===== src/rtl/iwdg_window.sv =====
// Independent watchdog with key-protected prescaler/reload/window registers.
// Drives a fixed-length active-low reset pulse on timeout or early refresh.
module iwdg_window #(
   parameter int CNT_W     = 12,
   parameter int RST_PULSE = 4
) (
   input  logic             CLOCK,
   input  logic             aCore_signal,
   input  logic             i_kr_wr,
   input  logic [15:0]      i_kr,
   input  logic             i_pr_wr,
   input  logic [2:0]       i_pr,
   input  logic             i_rlr_wr,
   input  logic [CNT_W-1:0] i_rlr,
   input  logic             i_winr_wr,
   input  logic [CNT_W-1:0] i_winr,
   output logic [CNT_W-1:0] o_cnt,
   output logic             o_running,
   output logic             o_unlocked,
   output logic             o_rst_n,
   output logic             o_wdg_flag
);

   // state   | meaning
   // S_IDLE  | not started, counter frozen
   // S_RUN   | prescaler and down-counter active, refresh accepted
   // S_FAULT | reset pulse being driven, all writes ignored
   typedef enum logic [1:0] {S_IDLE = 2'd0, S_RUN = 2'd1, S_FAULT = 2'd2} state_t;

   localparam int               PW          = (RST_PULSE > 1) ? $clog2(RST_PULSE) : 1;
   localparam logic [PW-1:0]    PULSE_LAST  = PW'(RST_PULSE - 1);
   localparam logic [CNT_W-1:0] ALL1        = '1;
   localparam logic [15:0]      KEY_START   = 16'hCCCC;
   localparam logic [15:0]      KEY_REFRESH = 16'hAAAA;
   localparam logic [15:0]      KEY_UNLOCK  = 16'h5555;

   state_t           state_q, state_d;
   logic [CNT_W-1:0] cnt_q, cnt_d;
   logic [7:0]       psc_q, psc_d;
   logic [2:0]       pr_q, pr_d;
   logic [CNT_W-1:0] rlr_q, rlr_d;
   logic [CNT_W-1:0] winr_q, winr_d;
   logic             unl_q, unl_d;
   logic             run_q, run_d;
   logic             rst_n_q, rst_n_d;
   logic             flag_q, flag_d;
   logic [PW-1:0]    pulse_q, pulse_d;

   logic       key_start, key_refresh, cfg_ok, tick, fault;
   logic [2:0] pr_eff;
   logic [7:0] psc_tc;

   assign key_start   = i_kr_wr && (i_kr == KEY_START);
   assign key_refresh = i_kr_wr && (i_kr == KEY_REFRESH);
   assign cfg_ok      = unl_q && (state_q != S_FAULT);
   // code 7 saturates at /256; terminal count is (4<<p)-1
   assign pr_eff      = (pr_q == 3'd7) ? 3'd6 : pr_q;
   assign psc_tc      = 8'hFF >> (3'd6 - pr_eff);
   assign tick        = (state_q == S_RUN) && (psc_q == psc_tc);

   always_comb begin
      state_d = state_q;
      cnt_d   = cnt_q;
      psc_d   = psc_q;
      pr_d    = pr_q;
      rlr_d   = rlr_q;
      winr_d  = winr_q;
      unl_d   = unl_q;
      run_d   = run_q;
      rst_n_d = rst_n_q;
      flag_d  = flag_q;
      pulse_d = pulse_q;
      fault   = 1'b0;

      case (state_q)
         S_IDLE: begin
            if (key_start) begin
               state_d = S_RUN;
               run_d   = 1'b1;
               cnt_d   = rlr_q;
               psc_d   = '0;
            end
         end
         S_RUN: begin
            psc_d = tick ? 8'd0 : psc_q + 8'd1;
            if (key_refresh) begin
               if (cnt_q > winr_q) begin
                  fault = 1'b1;
               end else begin
                  cnt_d = rlr_q;
                  psc_d = '0;
               end
            end else if (tick) begin
               if (cnt_q == '0) fault = 1'b1;
               else             cnt_d = cnt_q - CNT_W'(1);
            end
         end
         S_FAULT: begin
            if (pulse_q == '0) begin
               state_d = S_RUN;
               rst_n_d = 1'b1;
               cnt_d   = rlr_q;
               psc_d   = '0;
            end else begin
               pulse_d = pulse_q - PW'(1);
            end
         end
         default: state_d = S_IDLE;
      endcase

      if (fault) begin
         state_d = S_FAULT;
         rst_n_d = 1'b0;
         flag_d  = 1'b1;
         pulse_d = PULSE_LAST;
      end

      // start/refresh keys leave the lock state alone
      if (i_kr_wr && (state_q != S_FAULT)) begin
         if (i_kr == KEY_UNLOCK)                              unl_d = 1'b1;
         else if ((i_kr != KEY_START) && (i_kr != KEY_REFRESH)) unl_d = 1'b0;
      end

      if (cfg_ok) begin
         if (i_pr_wr) begin
            pr_d  = i_pr;
            psc_d = '0;
         end
         if (i_rlr_wr)  rlr_d  = i_rlr;
         if (i_winr_wr) winr_d = i_winr;
      end
   end

   always_ff @(posedge CLOCK or negedge aCore_signal) begin
      if (!aCore_signal) begin
         state_q <= S_IDLE;
         cnt_q   <= ALL1;
         psc_q   <= '0;
         pr_q    <= '0;
         rlr_q   <= ALL1;
         winr_q  <= ALL1;
         unl_q   <= 1'b0;
         run_q   <= 1'b0;
         rst_n_q <= 1'b1;
         flag_q  <= 1'b0;
         pulse_q <= '0;
      end else begin
         state_q <= state_d;
         cnt_q   <= cnt_d;
         psc_q   <= psc_d;
         pr_q    <= pr_d;
         rlr_q   <= rlr_d;
         winr_q  <= winr_d;
         unl_q   <= unl_d;
         run_q   <= run_d;
         rst_n_q <= rst_n_d;
         flag_q  <= flag_d;
         pulse_q <= pulse_d;
      end
   end

   assign o_cnt      = cnt_q;
   assign o_running  = run_q;
   assign o_unlocked = unl_q;
   assign o_rst_n    = rst_n_q;
   assign o_wdg_flag = flag_q;

endmodule


===== config.mk =====
export PLATFORM = sky130hd
export DESIGN_NAME = iwdg_window
export DESIGN_NICKNAME = d
export VERILOG_FILES = /design/src/rtl/iwdg_window.sv
export SDC_FILE = /design/constraint.sdc
export NUM_CORES = 1
export LEC_CHECK = 0
export ABC_AREA = 1
export CORE_ASPECT_RATIO = 0.9
export CORE_MARGIN = 5
export CORE_UTILIZATION = 54
export DETAILED_ROUTE_END_ITERATION = 10
export GPL_TIMING_DRIVEN = 0
export HOLD_SLACK_MARGIN = 0.06
export PLACE_DENSITY = 0.78
export SKIP_CTS_REPAIR_TIMING = 1
export SYNTH_ARGS = -nofsm -noshare
export SYNTH_HDL_FRONTEND = slang
export SYNTH_SLANG_ARGS = --single-unit

===== constraint.sdc =====
create_clock -name CLOCK -period 2.7 [get_ports CLOCK]
set_input_delay 0.27 -clock CLOCK [delete_from_list [all_inputs] [get_ports CLOCK]]
set_output_delay 0.27 -clock CLOCK [all_outputs]
set_load 0.02 [all_outputs]

==> out/qor.log, run 1 <==
[run_status] status complete, no violations
[placed_design] routability-driven placement congestion ratio 0.857
[sta] post-route minimum period 2250 ps
[placed_design] number of cells in the design after placement 667
[yosys] prevailing post-synth register cell sky130_fd_sc_hd__dfstp_2
[yosys] cell area after technology mapping 3690 µm²
[placed_design] DP Wirelength 6.94 mm
[power_and_ir_drop] total net switching power 0.000525 W
[route] DRT Wirelength 8.64 mm
[placed_design] number of buffers inserted by port buffering 64
[yosys] Synth Area in Simple Gates 33.8%
[worst_setup_path] critical path launch point type flip-flop
[clocking] CTS sink cnt 55
[sta] final hold violation count 0
[yosys] Post-Syn Nets 579
[route] Post-route DRC 0
[final_layout] share of post-route cells with drive strength above 1 14.2%
[yosys] average cell area after synthesis 7.21 µm²
[worst_setup_path] reg2reg setup slack 450 ps
[power_and_ir_drop] total power of the final layout 0.00178 W
[clocking] CTS Buf Count 5
[yosys] Compound-Gate Fraction of Synth Area 7.59%
[final_layout] Layout Nets 652
[clocking] CTS Root Cell sky130_fd_sc_hd__clkbuf_8
[yosys] async set or reset register ratio after synthesis 100%
[power_and_ir_drop] internal power 0.00125 W
[clocking] insertion delay of the later-clocked pin in the worst-skew pair 310 ps
[yosys] proportion of synthesized area in mux cells 3.35%
[final_layout] count of placed standard cells in the final layout, fillers left out 676
[power_and_ir_drop] power per cell area 388 nW/µm²
[sta] worst-case clock skew 7.53 ps
[sta] Max transition margin 58.2%
[power_and_ir_drop] combinational share of power 20.9%
[route] initial DRC count 210
[global_routing] initial antenna violation count 0
[final_layout] core utilization of the finished layout 69.0%
[worst_setup_path] required arrival time at the worst endpoint 2950 ps
[power_and_ir_drop] worst vdd ir 0.000309 V
[route] First-pass DRT Iterations 4
[power_and_ir_drop] leakage dissipation 2.36 nW
[route] via/cell ratio 5.08
[yosys] xor/xnor cell area share of the yosys netlist 1.66%
[final_layout] Layout Area Growth over Synthesis 23.7%
[sta] slew of the pin with the lowest slew margin 627 ps
[sta] pins over their slew limit 0
[route] vias after detailed routing 3433
[clocking] TritonCTS clock tree yes
[yosys] post-synthesis adder-cell area fraction 6.10%
[yosys] Syn Inst Count 512
[floorplanning] standard-cell row count 28
[sta] period utilisation layout 83.3%
[route] number of nets still failing antenna checks after routing 0
[power_and_ir_drop] Switching Share 29.6%
[worst_setup_path] largest fanout on the critical path 10
[sta] Peak Freq 0.445 GHz
[floorplanning] floorplan core area 6620 µm²
[yosys] sequential area share after synthesis 38.5%
[worst_setup_path] worst reg2reg path endpoint o_cnt[10]
[yosys] register bit total from synthesis 55
[global_routing] pin count of the biggest net entering global routing 29
[floorplanning] floorplan die height 88.5 µm
[min_path] worst hold stages 2
[route] average detailed-routed wire length per instance 12.8 µm
[final_layout] antenna diode count 0
[sta] Final Setup Violations 0
[power_and_ir_drop] part of the total power dissipated in the clock network 27.2%
[min_path] Worst Hold Endpoint o_rst_n
[power_and_ir_drop] register share of total power 51.9%
[floorplanning] die extent in x 97.2 µm
[sta] unrepaired setup endpoints after global routing no
[worst_setup_path] logic depth of the worst register-to-register path 16
[global_routing] wire length of the first global-routing pass 15.3 mm
[run] max-cap violation count 0
[floorplanning] Die ar. 8600 µm²
[clocking] CTS H-Tree Depth 2
[clocking] Longest Clk Path Bufs 2
[yosys] number of library cell types mapped by synthesis 33
[yosys] number of synthesized flops with an enable pin 0
[sta] Worst Hold Margin 468 ps
[global_routing] global-route congestion overflow total 0
[worst_setup_path] signal arrival time at the worst endpoint 2500 ps
[worst_setup_path] CP endpoint kind flip-flop
[sta] minimum setup slack in the final design 452 ps
[worst_setup_path] category of the most critical setup path reg -> reg
[yosys] main combinational cell family by area after synthesis simple AND/OR/NAND/NOR gates
[min_path] hold wc startpoint o_rst_n
[placed_design] minimum setup slack after placement 531 ps
[min_path] Min-Delay Path Class reg -> reg
[global_routing] vias in the first global route 3424
[yosys] number of warnings printed during yosys synthesis 0
[clocking] Clock Pin Slew Worst Setup and Hold Paths 100 ps
[global_routing] total global routing track utilization 21.3%
[floorplanning] initial core utilization 55.8%
[floorplanning] number of top-level pins 65
[worst_setup_path] startpoint of the worst register-to-register path pr_q[2]
## critical path: stages, from the launching register on
cell	delay [ps]
sky130_fd_sc_hd__dfrtp_1	390
sky130_fd_sc_hd__inv_1	90
sky130_fd_sc_hd__nand3_1	80
sky130_fd_sc_hd__ha_1	290
sky130_fd_sc_hd__buf_6	140
sky130_fd_sc_hd__inv_1	80
sky130_fd_sc_hd__nand2_1	70
sky130_fd_sc_hd__nand2_1	70
sky130_fd_sc_hd__nand3_1	130
sky130_fd_sc_hd__nor2_1	120
sky130_fd_sc_hd__nand3_1	90
sky130_fd_sc_hd__nand2_1	80
sky130_fd_sc_hd__nor2_1	70
sky130_fd_sc_hd__nor2_4	130
sky130_fd_sc_hd__buf_4	180
sky130_fd_sc_hd__nand3_1	90
sky130_fd_sc_hd__nand2_1	90
## power by group through the flow
stage	registers (W)	clock network (W)	logic [W]
after global placement	0.000931	0	0.000352
after global routing	0.000930	0.000540	0.000426
after detailed placement	0.000933	0	0.000363
after floorplan	0.000923	0	0.000223
after CTS	0.000921	0.000504	0.000368
final	0.000921	0.000482	0.000372
## layout make-up
cell class              instances  area, µm²
plain buffers                  12       73.8
fillers                       558       2050
flip-flops and latches         55       1420
inverters                      69        259
clock inverters                 2       15.0
clock buffers                   6       82.6
well taps                      90        113
multi-input cells             376       1940
repair buffers                 66        666
## registers in the layout (all words and copies together) (netlist names)
name,cells
o_rst_n,1
winr_q,12
state_q,2
o_unlocked,1
pulse_q,2
o_running,1
o_wdg_flag,1
psc_q,8
pr_q,3
o_cnt,12
rlr_q,12
## layout by cell type, fill, tap and decap left out, drive strengths merged
cell type	n
o21a	1
dfstp	37
nand3b	2
xor2	5
clkinv	1
nand4	15
mux2	11
dlygate4sd3	1
clkbuf	8
buf	12
a21oi	27
a21o	1
nor3	6
inv	70
o21ai	22
a22o	1
nor2	70
nor4	1
clkdlybuf4s50	63
xnor2	2
o21bai	1
dfrtp	18
nand3	42
ha	18
and3	1
nand2	150
## Yosys cell counts (5+ instances only)
| master | n | area share (%) |
|---|---|---|
| sky130_fd_sc_hd__buf_2 | 5 | 0.68 |
| sky130_fd_sc_hd__nand2_2 | 5 | 0.85 |
| sky130_fd_sc_hd__nand3_1 | 40 | 5.4 |
| sky130_fd_sc_hd__dfrtp_1 | 18 | 12 |
| sky130_fd_sc_hd__nand2_1 | 145 | 15 |
| sky130_fd_sc_hd__nor2_1 | 62 | 6.3 |
| sky130_fd_sc_hd__dfstp_2 | 37 | 26 |
| sky130_fd_sc_hd__a21oi_1 | 26 | 3.5 |
| sky130_fd_sc_hd__nor2_2 | 6 | 1.0 |
| sky130_fd_sc_hd__nor3_1 | 6 | 0.81 |
| sky130_fd_sc_hd__xor2_1 | 5 | 1.2 |
| sky130_fd_sc_hd__inv_1 | 69 | 7.0 |
| sky130_fd_sc_hd__ha_1 | 18 | 6.1 |
| sky130_fd_sc_hd__nand4_1 | 15 | 2.5 |
| sky130_fd_sc_hd__mux2_2 | 11 | 3.4 |
| sky130_fd_sc_hd__o21ai_0 | 21 | 2.8 |
## per-layer routing
metal | track usage, % | vias to the layer above | part of all wire, %
met5 | 0 | - | 0
met4 | 5.74 | 0 | 0.76
li1 | - | 1784 | -
met2 | 36.3 | 77 | 47
met3 | 4.26 | 9 | 4.7
met1 | 28.2 | 1563 | 48
## metrics by stage
stage	area, µm²	setup TNS, ps
3_3_place_gp	4450	-4530
3_5_place_dp	4460	0
5_1_grt	4570	0
6_report	4570	0
2_1_floorplan	3690	0
4_1_cts	4560	0
## worst max-delay path by stage
stage	startpoint	end	slack, ps	depth (start not counted)
after global routing	pr_q[2]	o_cnt[11]	190	17
after detailed placement	pr_q[2]	o_cnt[10]	530	14
after floorplan	pr_q[2]	o_cnt[9]	780	15
final	pr_q[2]	o_cnt[10]	450	16
after CTS	pr_q[2]	o_cnt[10]	460	16
after global placement	aCore_signal	o_unlocked	-260	1
## cell families after synthesis
group                    after synthesis
multiplexers                          11
flip-flops                            55
AND/OR/NAND/NOR                      287
XOR/XNOR                               7
adder cells (fa/ha/maj)               18
AO/OA/AOI/OAI                         53
buffers and inverters                 81
No activity file was read; power rests on OpenSTA's default activity.
==> run 2, diff against run 1 <==
==> constraint.sdc (replaced) <==
create_clock -name CLOCK -period 2.25 [get_ports CLOCK]
set_input_delay 0.225 -clock CLOCK [delete_from_list [all_inputs] [get_ports CLOCK]]
set_output_delay 0.225 -clock CLOCK [all_outputs]
set_load 0.02 [all_outputs]
==> out/qor.log, run 2 (same netlist as run 1, synthesis figures left out) <==
[run_status] status complete, no violations
[global_routing] global-route congestion overflow total 0 [unchanged]
[power_and_ir_drop] total power of the final layout 0.00221 W [+24%]
[worst_setup_path] signal arrival time at the worst endpoint 2440 ps [-60 ps]
[clocking] insertion delay of the later-clocked pin in the worst-skew pair 310 ps [about the same]
[clocking] Clock Pin Slew Worst Setup and Hold Paths 100 ps [about the same]
[route] vias after detailed routing 3560 [+3.7%]
[final_layout] Layout Nets 659 [+1.1%]
[worst_setup_path] reg2reg setup slack 60 ps [-390 ps]
[final_layout] Layout Area Growth over Synthesis 27.7%
[sta] final hold violation count 0 [unchanged]
[sta] unrepaired setup endpoints after global routing yes
[worst_setup_path] longest individual stage delay on the worst path 410 ps [+20 ps]
[worst_setup_path] category of the most critical setup path reg -> reg
[final_layout] antenna diode count 0 [unchanged]
[placed_design] post-detailed-placement cell area 4460 µm² [unchanged]
[worst_setup_path] CP endpoint kind flip-flop
[clocking] CTS H-Tree Depth 2 [unchanged]
[placed_design] number of buffers inserted by port buffering 64 [unchanged]
[route] number of nets still failing antenna checks after routing 0 [unchanged]
[floorplanning] initial core utilization 55.8% [unchanged]
[global_routing] pin count of the biggest net entering global routing 29 [unchanged]
[sta] slew of the pin with the lowest slew margin 625 ps [-2.03 ps]
[floorplanning] standard-cell row count 28 [unchanged]
[power_and_ir_drop] power per cell area 468 nW/µm² [+20%]
[clocking] CTS Root Cell sky130_fd_sc_hd__clkbuf_8
[final_layout] share of post-route cells with drive strength above 1 18.4% [+4.2 points]
[worst_setup_path] critical path launch point type flip-flop
[route] Post-route DRC 0 [unchanged]
[clocking] CTS sink cnt 55 [unchanged]
[floorplanning] floorplan core area 6620 µm² [unchanged]
[global_routing] initial antenna violation count 0 [unchanged]
[worst_setup_path] required arrival time at the worst endpoint 2500 ps [-450 ps]
[route] initial DRC count 277 [+32%]
[global_routing] wire length of the first global-routing pass 15.3 mm [unchanged]
[final_layout] most frequent standard cell in the layout excluding fill and tap cells sky130_fd_sc_hd__nand2_1
[route] average detailed-routed wire length per instance 13.4 µm [+4.7%]
[min_path] Min-Delay Path Class in -> async
[global_routing] total global routing track utilization 21.3% [unchanged]
[sta] pins over their slew limit 0 [unchanged]
[floorplanning] floorplan die height 88.5 µm [unchanged]
[clocking] Longest Clk Path Bufs 2 [unchanged]
[route] First-pass DRT Iterations 5 [+1]
[global_routing] vias in the first global route 3424 [unchanged]
[global_routing] Top Usage Layer GRT met2
[floorplanning] Die ar. 8600 µm² [unchanged]
[placed_design] DP Wirelength 6.94 mm [unchanged]
[sta] worst-case clock skew 11.7 ps [+4.14 ps]
[floorplanning] number of top-level pins 65 [unchanged]
[route] via/cell ratio 5.21 [+2.6%]
[clocking] CTS Buf Count 5 [unchanged]
[sta] post-route minimum period 2190 ps [-57.1 ps]
[run] max-cap violation count 0 [unchanged]
[worst_setup_path] largest fanout on the critical path 10 [unchanged]
[power_and_ir_drop] worst vdd ir 0.000377 V [+22%]
[worst_setup_path] critical path's slowest cell sky130_fd_sc_hd__dfrtp_1
[final_layout] count of placed standard cells in the final layout, fillers left out 683 [+1.0%]
[sta] Final Setup Violations 0 [unchanged]
[placed_design] routability-driven placement congestion ratio 0.857 [unchanged]
[sta] Max transition margin 58.4% [+0.14 points]
[worst_setup_path] worst path cell trace inv_2 > nand3_2 > ha_4 > buf_6 > inv_4 > nand2_4 > nand2_2 > nand3_2 > nor2_2 > nand3_2 > nand2_2 > nor2_4 > nor2_4 > buf_6 > nand3_1 > nand2_2
[route] DRT Wirelength 9.14 mm [+5.7%]
[global_routing] met2 layer usage reported by global route 36.3% [unchanged]
[final_layout] final instance area 4720 µm² [+3.3%]
[floorplanning] die extent in x 97.2 µm [unchanged]
[clocking] TritonCTS clock tree yes
[placed_design] number of cells in the design after placement 667 [unchanged]
[global_routing] met1 Usage GRT 28.2% [unchanged]
[sta] Peak Freq 0.456 GHz [+2.6%]
[power_and_ir_drop] leakage dissipation 2.40 nW [+1.9%]
[global_routing] met3 layer usage reported by global route 4.26% [unchanged]
[final_layout] leading cell types in the layout, fill and taps excluded sky130_fd_sc_hd__nand2_1 (136), sky130_fd_sc_hd__inv_1 (67), sky130_fd_sc_hd__clkdlybuf4s50_1 (63)
[sta] period utilisation layout 97.4% [+14 points]
## run 2: power breakdown
part	switching [W]	leakage, nW	internal, W
Clock	0.000325	0.0517	0.000253
Sequential	0.0000696	0.599	0.00104
Combinational	0.000274	1.75	0.000240
Total	0.000668	2.40	0.00154
## run 2: path summary, 6_finish.rpt
kind	cells after the start	startpoint	to
setup reg to reg	16	pr_q[2]	o_cnt[10]
max in group asynchronous	3	aCore_signal	winr_q[11]
min in group CLOCK	3	i_pr[0]	pr_q[0]
hold / removal	2	aCore_signal	pr_q[0]
setup / recovery	16	pr_q[2]	o_cnt[10]
hold reg to reg	2	o_rst_n	o_rst_n
## run 2: layout make-up
type | instances | area, µm²
clock inverter | 2 | 15.0
tap | 90 | 113
buffer | 12 | 81.3
sequential | 55 | 1420
inverter | 69 | 262
fill | 539 | 1900
timing repair buffer | 73 | 722
clock buffer | 6 | 82.6
multi-input combinational | 376 | 2020
## run 2: worst max-delay path, delay by kind of cell (launching register included)
| family | cells | cell delay, ps |
|---|---|---|
| fa+ha+maj | 1 | 260 |
| buf+inv | 4 | 430 |
| flops | 1 | 410 |
| simple gates | 11 | 1020 |
## run 2: through the flow
step | TNS, ps | hold WS, ps | util, % | worst slack [ps]
2_1_floorplan | 0 | -70.6 | - | 326
3_5_place_dp | 0 | 279 | 67.4 | 80.8
5_1_grt | -1050 | 447 | 71.3 | -111
4_1_cts | 0 | -68.1 | 68.9 | 9.94
6_report | 0 | 442 | 71.3 | 58.7
3_3_place_gp | -14890 | 448 | 67.2 | -660
## run 2: metal layers
metal	routed length, µm	part of all wire [%]	up-vias
met5	0	0	-
met1	4300	47	1646
li1	-	-	1803
met3	381	4.2	17
met4	139	1.5	0
met2	4320	47	94
